<file path="src/rtl/simon_engine.sv">
// Simon sequencer: LFSR-built sequence, timed tone/gap replay, press checking with input timeout.
// Outputs come straight from flops (or from mem indexed by a flopped idx); press pulses never backpressure.
module simon_engine #(
  parameter int          NUM_BTNS       = 4,
  parameter int          MAX_LEN        = 16,
  parameter int          TONE_CYCLES    = 25_000_000,
  parameter int          GAP_CYCLES     = 12_500_000,
  parameter int          TIMEOUT_CYCLES = 250_000_000,
  parameter logic [15:0] LFSR_SEED      = 16'hACE1,
  localparam int         W              = $clog2(NUM_BTNS),
  localparam int         LW             = $clog2(MAX_LEN + 1)
) (
  input  logic          clk,
  input  logic          reset,
  input  logic          start,
  input  logic          btn_valid,
  input  logic [W-1:0]  btn_num,
  output logic          simon_turn,
  output logic          play_valid,
  output logic [W-1:0]  play_num,
  output logic [LW-1:0] level,
  output logic          game_over,
  output logic          win
);

  localparam int IW   = $clog2(MAX_LEN);
  localparam int MAXA = (TONE_CYCLES > GAP_CYCLES) ? TONE_CYCLES : GAP_CYCLES;
  localparam int MAXC = (MAXA > TIMEOUT_CYCLES) ? MAXA : TIMEOUT_CYCLES;
  localparam int CW   = $clog2(MAXC + 1);

  typedef enum logic [2:0] {IDLE, ADD, SHOW_ON, SHOW_GAP, WAIT_IN, LOSE, WIN} state_t;

  state_t        state;
  logic [15:0]   lfsr;
  logic [W-1:0]  mem [MAX_LEN];
  logic [LW-1:0] len;
  logic [IW-1:0] idx;
  logic [CW-1:0] cnt;
  logic          last_step;

  assign last_step = (LW'(idx) == len - LW'(1));
  assign level     = len;

  always_ff @(posedge clk) begin
    if (reset) begin
      state      <= IDLE;
      lfsr       <= LFSR_SEED;
      len        <= '0;
      idx        <= '0;
      cnt        <= '0;
      simon_turn <= 1'b0;
      play_valid <= 1'b0;
      play_num   <= '0;
      game_over  <= 1'b0;
      win        <= 1'b0;
    end else begin
      // Fibonacci taps 16,14,13,11 in right-shift form
      lfsr <= {lfsr[0] ^ lfsr[2] ^ lfsr[3] ^ lfsr[5], lfsr[15:1]};
      case (state)
        IDLE, LOSE, WIN: begin
          if (start) begin
            state      <= ADD;
            len        <= '0;
            simon_turn <= 1'b1;
            game_over  <= 1'b0;
            win        <= 1'b0;
          end
        end
        ADD: begin
          mem[len[IW-1:0]] <= lfsr[W-1:0];
          len              <= len + LW'(1);
          idx              <= '0;
          cnt              <= '0;
          state            <= SHOW_ON;
          play_valid       <= 1'b1;
          // on the first round mem[0] is being written this very edge
          play_num         <= (len == '0) ? lfsr[W-1:0] : mem[0];
        end
        SHOW_ON: begin
          if (cnt == CW'(TONE_CYCLES - 1)) begin
            cnt        <= '0;
            state      <= SHOW_GAP;
            play_valid <= 1'b0;
            play_num   <= '0;
          end else begin
            cnt <= cnt + CW'(1);
          end
        end
        SHOW_GAP: begin
          if (cnt == CW'(GAP_CYCLES - 1)) begin
            cnt <= '0;
            if (last_step) begin
              idx        <= '0;
              state      <= WAIT_IN;
              simon_turn <= 1'b0;
            end else begin
              idx        <= idx + IW'(1);
              state      <= SHOW_ON;
              play_valid <= 1'b1;
              play_num   <= mem[idx + IW'(1)];
            end
          end else begin
            cnt <= cnt + CW'(1);
          end
        end
        WAIT_IN: begin
          // a press on the expiry cycle takes priority over the timeout
          if (btn_valid) begin
            cnt <= '0;
            if (btn_num != mem[idx]) begin
              state     <= LOSE;
              game_over <= 1'b1;
            end else if (last_step) begin
              if (len == LW'(MAX_LEN)) begin
                state <= WIN;
                win   <= 1'b1;
              end else begin
                state      <= ADD;
                simon_turn <= 1'b1;
              end
            end else begin
              idx <= idx + IW'(1);
            end
          end else if (cnt == CW'(TIMEOUT_CYCLES - 1)) begin
            state     <= LOSE;
            game_over <= 1'b1;
          end else begin
            cnt <= cnt + CW'(1);
          end
        end
        default: state <= IDLE;
      endcase
    end
  end

endmodule

</file>
<file path="config.mk">
export PLATFORM = sky130hd
export DESIGN_NAME = simon_engine
export DESIGN_NICKNAME = d
export VERILOG_FILES = /design/src/rtl/simon_engine.sv
export SDC_FILE = /design/constraint.sdc
export NUM_CORES = 1
export LEC_CHECK = 0
export CAP_MARGIN = 20
export CELL_PAD_IN_SITES_DETAIL_PLACEMENT = 1
export CELL_PAD_IN_SITES_GLOBAL_PLACEMENT = 2
export CORE_AREA = 2 2 113 115
export CTS_CLUSTER_DIAMETER = 60
export DETAILED_ROUTE_END_ITERATION = 16
export DIE_AREA = 0 0 115 117
export MAX_ROUTING_LAYER = met4
export PLACE_DENSITY_LB_ADDON = 0.1
export SKIP_CTS_REPAIR_TIMING = 1
export SYNTH_ARGS = -nofsm -noshare
export SYNTH_HDL_FRONTEND = slang
export SYNTH_SLANG_ARGS = --single-unit
</file>
<file path="constraint.sdc">
create_clock -name clk -period 3.86 [get_ports clk]
set_input_delay 0.579 -clock clk [delete_from_list [all_inputs] [get_ports clk]]
set_output_delay 0.579 -clock clk [all_outputs]
set_load 0.005 [all_outputs]
</file>
==> run_results.csv, run 1 <==
group,metric,value,unit
synth,yosysTopAreaCell,"dfxtp_1",
setup_path,critPathMaxStageDelay,0.61,ns
routing,drtAntennaViolNets,0,
power,powerDensity,513,nW/um^2
setup_path,r2r_slack,0.76,ns
finish,layout.area.seq,2280,um^2
global_routing,grt_first_pass_wirelength,20300,um
synth,synth_area_leaders,"dfxtp_1 27%, edfxtp_1 20%, nor2_1 4.6%",
routing,wl,12500,um
place,dp_slack,0.750,ns
setup_path,critPathKind,"flip-flop to flip-flop",
timing,fin_tns_setup,0,ns
synth,syn_area,4930,um^2
global_routing,grt_use_total,0.205,
timing,worst_slew_pin_slew,0.929,ns
finish,antenna_cells,0,
min_path,hp-start,"lfsr[8]",
setup_path,worstPathCellList,"mux4_1 > mux4_2 > xnor2_2 > o211ai_4 > o31ai_4 > mux2_2",
floorplan,die_x,115,um
routing,avgViaCountPerCell,5.68,
setup_path,cp.arrival,3.34,ns
power,peakVddDrop,0.185,mV
timing,timing.final.ws_setup,0.756,ns
finish,layout.nets,500,
setup_path,path_buf_inv,0,
min_path,hp-class,"flip-flop to flip-flop",
setup_path,critPathCaptureType,"flip-flop",
cts,numCtsBuffers,9,
setup_path,cp_max_fo,10,
finish,multi_input_area,2510,um^2
timing,finalSetupViolCount,0,
timing,finalMaxSlewViolations,0,
timing,hold_viol,0,
timing,hold_slack,0.412,ns
synth,syn-instance-count,474,
synth,synth-seq-cells,98,
finish,layout_commonest_cell,"dfxtp_1",
synth,syn_nets,486,
floorplan,coreArea,12300,um^2
min_path,min_path_cells,1,
min_path,hold_end,"lfsr[7]",
synth,syn_area_per_cell,10.4,um^2
floorplan,dieArea,13500,um^2
routing,initialDrtViolationCount,161,
cts,insertion_delay,0.35,ns
setup_path,crit_family,"multiplexers",
place,numPortBuffers,16,
power,leakage,0.00184,uW
finish,area_growth,12.3,%
synth,synth_async_sr_flop_share,0,
routing,drt-pass1-iter-count,4,
synth,synth_top_area_share,0.268,
place,gp_congestion,0.869,
synth,synth-edff-count,32,
job,cap_viol_max_count,0,
floorplan,io_pins,17,
timing,relSlewSlack,0.376,
global_routing,overflow,0,
setup_path,rr_endpoint,"idx[2]",
floorplan,fp-row-count,41,
timing,rsz0062_at_grt,"no",
cts,root_buffer,"clkbuf_16",
synth,synth-main-ff-cell,"dfxtp_1",
global_routing,grt_max_degree,33,
place,place_area,5240,um^2
cts,clkTransAtPathRegs,0.07,ns
run_status,status,"completed",
setup_path,critPathSlowestCell,"dfxtp_1",
synth,yosysUniqueCellTypes,66,
routing,vias,3651,
finish,layout_common_cells,"66 x dfxtp_1, 61 x nor2_1, 33 x nand2_1",
finish,finalInstanceArea,5540,um^2
routing,wl_per_cell,19.4,um
synth,ys_seq_area_frac,0.463,
cts,cts_tree,"built",
setup_path,startpoint_type,"flip-flop",
place,dp_hpwl,9180,um
cts,cts_buffer_depth,2,
cts,cts_num_sinks,98,
finish,fillerInstances,1386,
floorplan,die_h,117,um
global_routing,grt_pass1_vias,3715,
timing,period_share,0.804,
setup_path,reg2reg_depth,6,
timing,fin_worst_skew,0.00892,ns
cts,cts-htree-levels,3,
finish,layout-drive-gt1-share,0.120,
timing,fmax,322,MHz
synth,yosys_warnings,0,
global_routing,antenna_found_initial,0,
setup_path,worstPathRequired,4.09,ns
place,place_inst,627,
floorplan,start_util,0.400,
routing,drc,0,
timing,min_period,3.10,ns
finish,fin_cells,643,
## cells in the mapped netlist, types with 3 or more instances
| library cell | number |
|---|---|
| or2_2 | 8 |
| xor2_1 | 20 |
| nor3_1 | 15 |
| a21oi_1 | 10 |
| nand3b_1 | 3 |
| inv_1 | 14 |
| xnor2_1 | 17 |
| clkbuf_1 | 16 |
| mux4_2 | 10 |
| dfxtp_1 | 66 |
| a311oi_1 | 4 |
| nor2_1 | 61 |
| and3_1 | 4 |
| nand3_1 | 16 |
| edfxtp_1 | 32 |
| mux2_2 | 8 |
| ha_1 | 6 |
| nor3b_1 | 3 |
| nand4_1 | 11 |
| mux4_1 | 5 |
| mux2i_1 | 15 |
| nor4_1 | 7 |
| o22ai_1 | 3 |
| nand2_1 | 33 |
| or3_1 | 4 |
| nand2b_1 | 7 |
| o21ai_0 | 7 |
| nor2b_1 | 12 |
| o32ai_1 | 3 |
| or4_1 | 4 |
## per-stage QoR
stage          power [uW]   util
3_5_place_dp         1970  0.426
2_1_floorplan        1720      -
3_3_place_gp         1960  0.426
6_report             2840  0.450
4_1_cts              2880  0.450
5_1_grt              3010  0.450
## sequential cells by signal, summed over array words and instances (netlist names), named ones only
signal      count
mem            32
cnt            28
lfsr           16
level           5
idx             4
state           3
play_num        2
game_over       1
play_valid      1
simon_turn      1
win             1
## cells by family (layout without fill, tap and decap cells)
logic type / Yosys count / count (layout) / share of synthesized area
compound gates: 57 / 57 / 0.0907
xor+xnor: 38 / 38 / 0.0691
fa+ha+maj: 8 / 8 / 0.0193
buf+inv: 34 / 53 / 0.0274
flops: 98 / 98 / 0.463
mux: 38 / 38 / 0.121
simple gates: 201 / 201 / 0.209
## where the power goes
| part | total [uW] | internal (uW) | leakage (uW) | switching [uW] |
|---|---|---|---|---|
| Clock | 893 | 504 | 0.000144 | 389 |
| Combinational | 741 | 319 | 0.000866 | 422 |
| Sequential | 1200 | 1130 | 0.000828 | 79.1 |
| Total | 2840 | 1950 | 0.00184 | 890 |
## area by class of cell
class                           instances  area share
Timing Repair Buffer                   22      0.0371
Tap cell                              150      0.0339
Clock buffer                           10      0.0414
Inverter                               15      0.0102
Clock inverter                          6      0.0118
Multi-Input combinational cell        342       0.453
Sequential cell                        98       0.412
## worst max path at each step
| stage | startpoint | endpoint | slack, ns | cells after the start |
|---|---|---|---|---|
| finish | flip-flop | idx[2] | 0.76 | 6 |
| global route | cnt[0] | cnt[21] | 0.54 | 9 |
| CTS | flip-flop | idx[2] | 0.75 | 6 |
| detailed placement | flip-flop | flip-flop | 0.75 | 6 |
| global placement | flip-flop | flip-flop | 0.87 | 6 |
| floorplan | flip-flop | flip-flop | 1.16 | 7 |
## metal layers
metal  vias to the layer above  wire length [um]  global-route usage
met4                         0               228              0.0867
met3                        18               333              0.0330
met1                      1819              5650               0.253
met5                         -                 0                   -
met2                        53              6260               0.334
li1                       1761                 -                   -
Note: power is estimated with default switching activity, not from simulation.
==> run 2, diff against run 1 <==
- CORE_AREA: 2 2 113 115 -> 2 2 119 121
- DIE_AREA: 0 0 115 117 -> 0 0 121 123
- clock period: 3.86 -> 2.6 ns (I/O delays scaled with it)
==> run 2 against run 1 <==
Net effect: die area grew 11%; critical path type unchanged; highest routed layer unchanged; cell area grew 8.3%; sequential cell count is the same; hold slack gained 0.0024 ns.
==> run_results.csv, run 2 (synthesized netlist as in run 1, its figures left out) <==
group,metric,value,unit
timing,timing.final.ws_setup,0.0113,ns
timing,rsz0062_at_grt,"yes",
run_status,status,"completed",
cts,cts_buffer_depth,2,
place,dp_hpwl,10300,um
cts,cts_tree,"built",
routing,drtAntennaViolNets,0,
place,gp_congestion,0.829,
finish,layout.nets,545,
floorplan,coreArea,13600,um^2
timing,period_share,0.996,
place,dp_slack,-0.154,ns
timing,relSlewSlack,0.592,
floorplan,fp-row-count,43,
global_routing,grt_use_total,0.200,
global_routing,grt_first_pass_wirelength,22000,um
place,numPortBuffers,16,
setup_path,cp_max_fo,8,
cts,cts_num_sinks,98,
finish,antenna_cells,0,
setup_path,startpoint_type,"flip-flop",
power,powerDensity,752,nW/um^2
floorplan,dieArea,14900,um^2
routing,wl,13700,um
routing,drc,0,
setup_path,critPathKind,"flip-flop to flip-flop",
finish,layout-drive-gt1-share,0.212,
routing,initialDrtViolationCount,201,
finish,largest_reg_flops,32,
power,fin_total_pwr,4510,uW
timing,finalSetupViolCount,0,
job,cap_viol_max_count,0,
power,leakage,0.00209,uW
floorplan,die_h,123,um
timing,fmax,386,MHz
finish,layout_common_cells,"65 x dfxtp_1, 61 x nor2_1, 48 x buf_4",
floorplan,io_pins,17,
routing,wl_per_cell,19.1,um
routing,avgViaCountPerCell,5.32,
floorplan,die_x,121,um
setup_path,critPathCaptureType,"flip-flop",
timing,min_period,2.59,ns
timing,fin_tns_setup,0,ns
floorplan,start_util,0.362,
timing,hold_viol,0,
global_routing,grt_max_degree,33,
global_routing,antenna_found_initial,0,
setup_path,cp.arrival,2.83,ns
cts,cts-htree-levels,3,
timing,finalMaxSlewViolations,0,
timing,fin_worst_skew,0.0110,ns
cts,clkTransAtPathRegs,0.07,ns
global_routing,overflow,0,
setup_path,worstPathRequired,2.84,ns
cts,insertion_delay,0.35,ns
finish,area_growth,21.7,%
power,peakVddDrop,0.322,mV
global_routing,grt_pass1_vias,4022,
routing,vias,3820,
min_path,hp-class,"flip-flop to flip-flop",
cts,root_buffer,"clkbuf_16",
timing,worst_slew_pin_slew,0.607,ns
cts,numCtsBuffers,9,
finish,layout_commonest_cell,"dfxtp_1",
routing,drt-pass1-iter-count,4,
run 2: cell type report:
type                       instances  area [um^2]
timing repair buffer              67          572
inverter                          15         56.3
sequential                        98         2290
tap                              180          225
fill                            1521         7610
clock buffer                      10          239
multi-input combinational        342         2560
clock inverter                     6         58.8
run 2: metrics by stage:
| stage | hold WS, ns | instances | area, um^2 | util |
|---|---|---|---|---|
| final | 0.414 | 718 | 6000 | 0.441 |
| after global routing | 0.435 | 718 | 6000 | 0.441 |
| after CTS | 0.419 | 716 | 5930 | 0.436 |
| after detailed placement | 0.397 | 700 | 5630 | 0.414 |
| after global placement | 0.393 | 700 | 5630 | 0.414 |
| after floorplan | 0.389 | 474 | 4940 | - |
run 2: worst paths after layout:
| check | endpoint | slack, ns | startpoint | depth (start not counted) |
|---|---|---|---|---|
| hold / removal | lfsr[7] | 0.41 | lfsr[8] | 1 |
| setup reg to reg | idx[0] | 0.01 | mem[11][0] | 7 |
| setup / recovery | idx[0] | 0.01 | mem[11][0] | 7 |
| hold reg to reg | lfsr[7] | 0.41 | lfsr[8] | 1 |
run 2: metal layers:
metal | vias to the layer above | wire length, um | GRT usage | part of all wire
li1 | 1845 | - | - | -
met2 | 56 | 6590 | 0.321 | 0.48
met5 | - | 0 | - | 0
met4 | 0 | 231 | 0.0749 | 0.017
met1 | 1903 | 6560 | 0.262 | 0.48
met3 | 16 | 307 | 0.0249 | 0.022
run 2: critical path, cell delays in order, from the launching register on:
cell,delay (ns)
edfxtp_1,0.46
mux4_2,0.50
mux4_2,0.53
xnor2_2,0.19
o211ai_4,0.12
o31ai_4,0.22
buf_12,0.17
mux2_4,0.30
run 2: report_power, final:
group / total [uW] / internal (uW) / switching (uW)
clock network: 1330 / 694 / 637
logic: 1440 / 685 / 757
registers: 1740 / 1670 / 68.8
total: 4510 / 3050 / 1460
==> run 3, diff against run 2 <==
- REMOVE_ABC_BUFFERS: not set -> 1
==> run 3 against run 2 <==
Net effect: via count fell by 0.79%; combinational power barely moved; global-route usage decreased by 0.30 points; largest cell class unchanged.
==> run_results.csv, run 3 (synthesized netlist as in run 1, its figures left out) <==
group,metric,value,unit
run_status,status,"completed",
power,clkPwrFrac,0.290,
floorplan,io_pins,17,
power,leakage,0.00205,uW
global_routing,grt_pass1_vias,3935,
power,peakVddDrop,0.343,mV
finish,layout.nets,542,
timing,rsz0062_at_grt,"yes",
finish,layout_commonest_cell,"dfxtp_1",
job,cap_viol_max_count,0,
cts,cts_buffer_depth,2,
timing,period_share,0.985,
min_path,min_path_cells,1,
timing,fmax,390,MHz
floorplan,die_x,121,um
floorplan,coreArea,13600,um^2
finish,fillerInstances,1514,
finish,antenna_cells,0,
global_routing,overflow,0,
floorplan,fp-row-count,43,
timing,finalMaxSlewViolations,0,
timing,relSlewSlack,0.630,
power,powerDensity,745,nW/um^2
finish,largest_reg_flops,32,
power,seq_power_share,0.391,
timing,worst_slew_pin_slew,0.554,ns
routing,wl_per_cell,18.8,um
finish,area_growth,20.5,%
finish,layout-drive-gt1-share,0.209,
timing,finalSetupViolCount,0,
finish,fin_util,0.436,
routing,vias,3790,
cts,insertion_delay,0.36,ns
setup_path,cp_max_fo,8,
place,dp_hpwl,10100,um
min_path,hold_end,"lfsr[5]",
cts,clkTransAtPathRegs,0.07,ns
setup_path,critPathKind,"flip-flop to flip-flop",
power,power_switching_share,0.327,
cts,cts-htree-levels,3,
routing,drc,0,
place,numPortBuffers,16,
timing,hold_viol,0,
routing,wl,13400,um
setup_path,r2r_slack,0.04,ns
setup_path,critPathCaptureType,"flip-flop",
timing,fin_tns_setup,0,ns
min_path,hp-class,"flip-flop to flip-flop",
setup_path,crit_start,"mem[12][0]",
floorplan,die_h,123,um
place,gp_congestion,0.800,
routing,drtAntennaViolNets,0,
global_routing,grt_use_total,0.197,
cts,cts_tree,"built",
global_routing,antenna_found_initial,0,
power,comb_power_share,0.318,
global_routing,grt_first_pass_wirelength,21700,um
global_routing,grt_max_degree,29,
timing,hold_slack,0.409,ns
setup_path,reg2reg_depth,7,
floorplan,dieArea,14900,um^2
cts,root_buffer,"clkbuf_16",
setup_path,cp.arrival,2.83,ns
setup_path,worstPathRequired,2.87,ns
routing,avgViaCountPerCell,5.30,
timing,fin_worst_skew,0.00770,ns
min_path,hp-start,"lfsr[6]",
power,p_int,2980,uW
power,switchingPower,1440,uW
floorplan,start_util,0.362,
cts,numCtsBuffers,9,
setup_path,rr_endpoint,"state[1]",
setup_path,rr_startpoint,"mem[12][0]",
routing,initialDrtViolationCount,198,
timing,min_period,2.56,ns
routing,drt-pass1-iter-count,4,
cts,cts_num_sinks,98,
finish,layout_common_cells,"65 x dfxtp_1, 61 x nor2_1, 46 x buf_4",
power,fin_total_pwr,4420,uW
setup_path,startpoint_type,"flip-flop",
==> run 3: metal layers <==
metal	track usage	routed length, um
met1	0.256	6430
met2	0.311	6360
met3	0.0337	406
met4	0.0727	240
met5	-	0
==> run 3: cell type report <==
type                       count  area [um^2]  share of cell area
clock buffer                   9          225              0.0379
clock inverter                 7         51.3             0.00864
inverter                      15         56.3             0.00948
multi-input combinational    342         2560               0.431
sequential                    98         2290               0.385
tap                          180          225              0.0379
timing repair buffer          64          537              0.0904
==> run 3: worst max-delay path by stage <==
stage | endpoint | slack [ns] | cells after the start
floorplan | flip-flop | -0.19 | 6
global placement | flip-flop | -0.07 | 7
detailed placement | flip-flop | -0.14 | 7
CTS | flip-flop | -0.15 | 7
global route | flip-flop | -0.05 | 7
finish | state[1] | 0.04 | 7
==> run 3: metrics by stage <==
step / worst slack, ns / area [um^2] / instances
global placement: -0.0651 / 5610 / 699
CTS: -0.151 / 5880 / 715
detailed placement: -0.141 / 5610 / 699
finish: 0.0388 / 5940 / 715
global route: -0.0508 / 5940 / 715
floorplan: -0.188 / 4850 / 455
==> run 3: critical path, stage by stage (launching register included) <==
cell and delay (ns):
edfxtp_1 0.43, mux4_2 0.49, mux4_2 0.50, xnor2_2 0.22
o211ai_4 0.13, buf_4 0.19, o31a_2 0.33, o32ai_2 0.19
==> run 3: power by group through the flow <==
stage          Combinational [uW]  Sequential (uW)  Clock, uW
2_1_floorplan                 725             1790          0
3_3_place_gp                 1350             1760          0
6_report                     1410             1730       1280
4_1_cts                      1380             1730       1320
3_5_place_dp                 1380             1770          0
5_1_grt                      1550             1740       1370
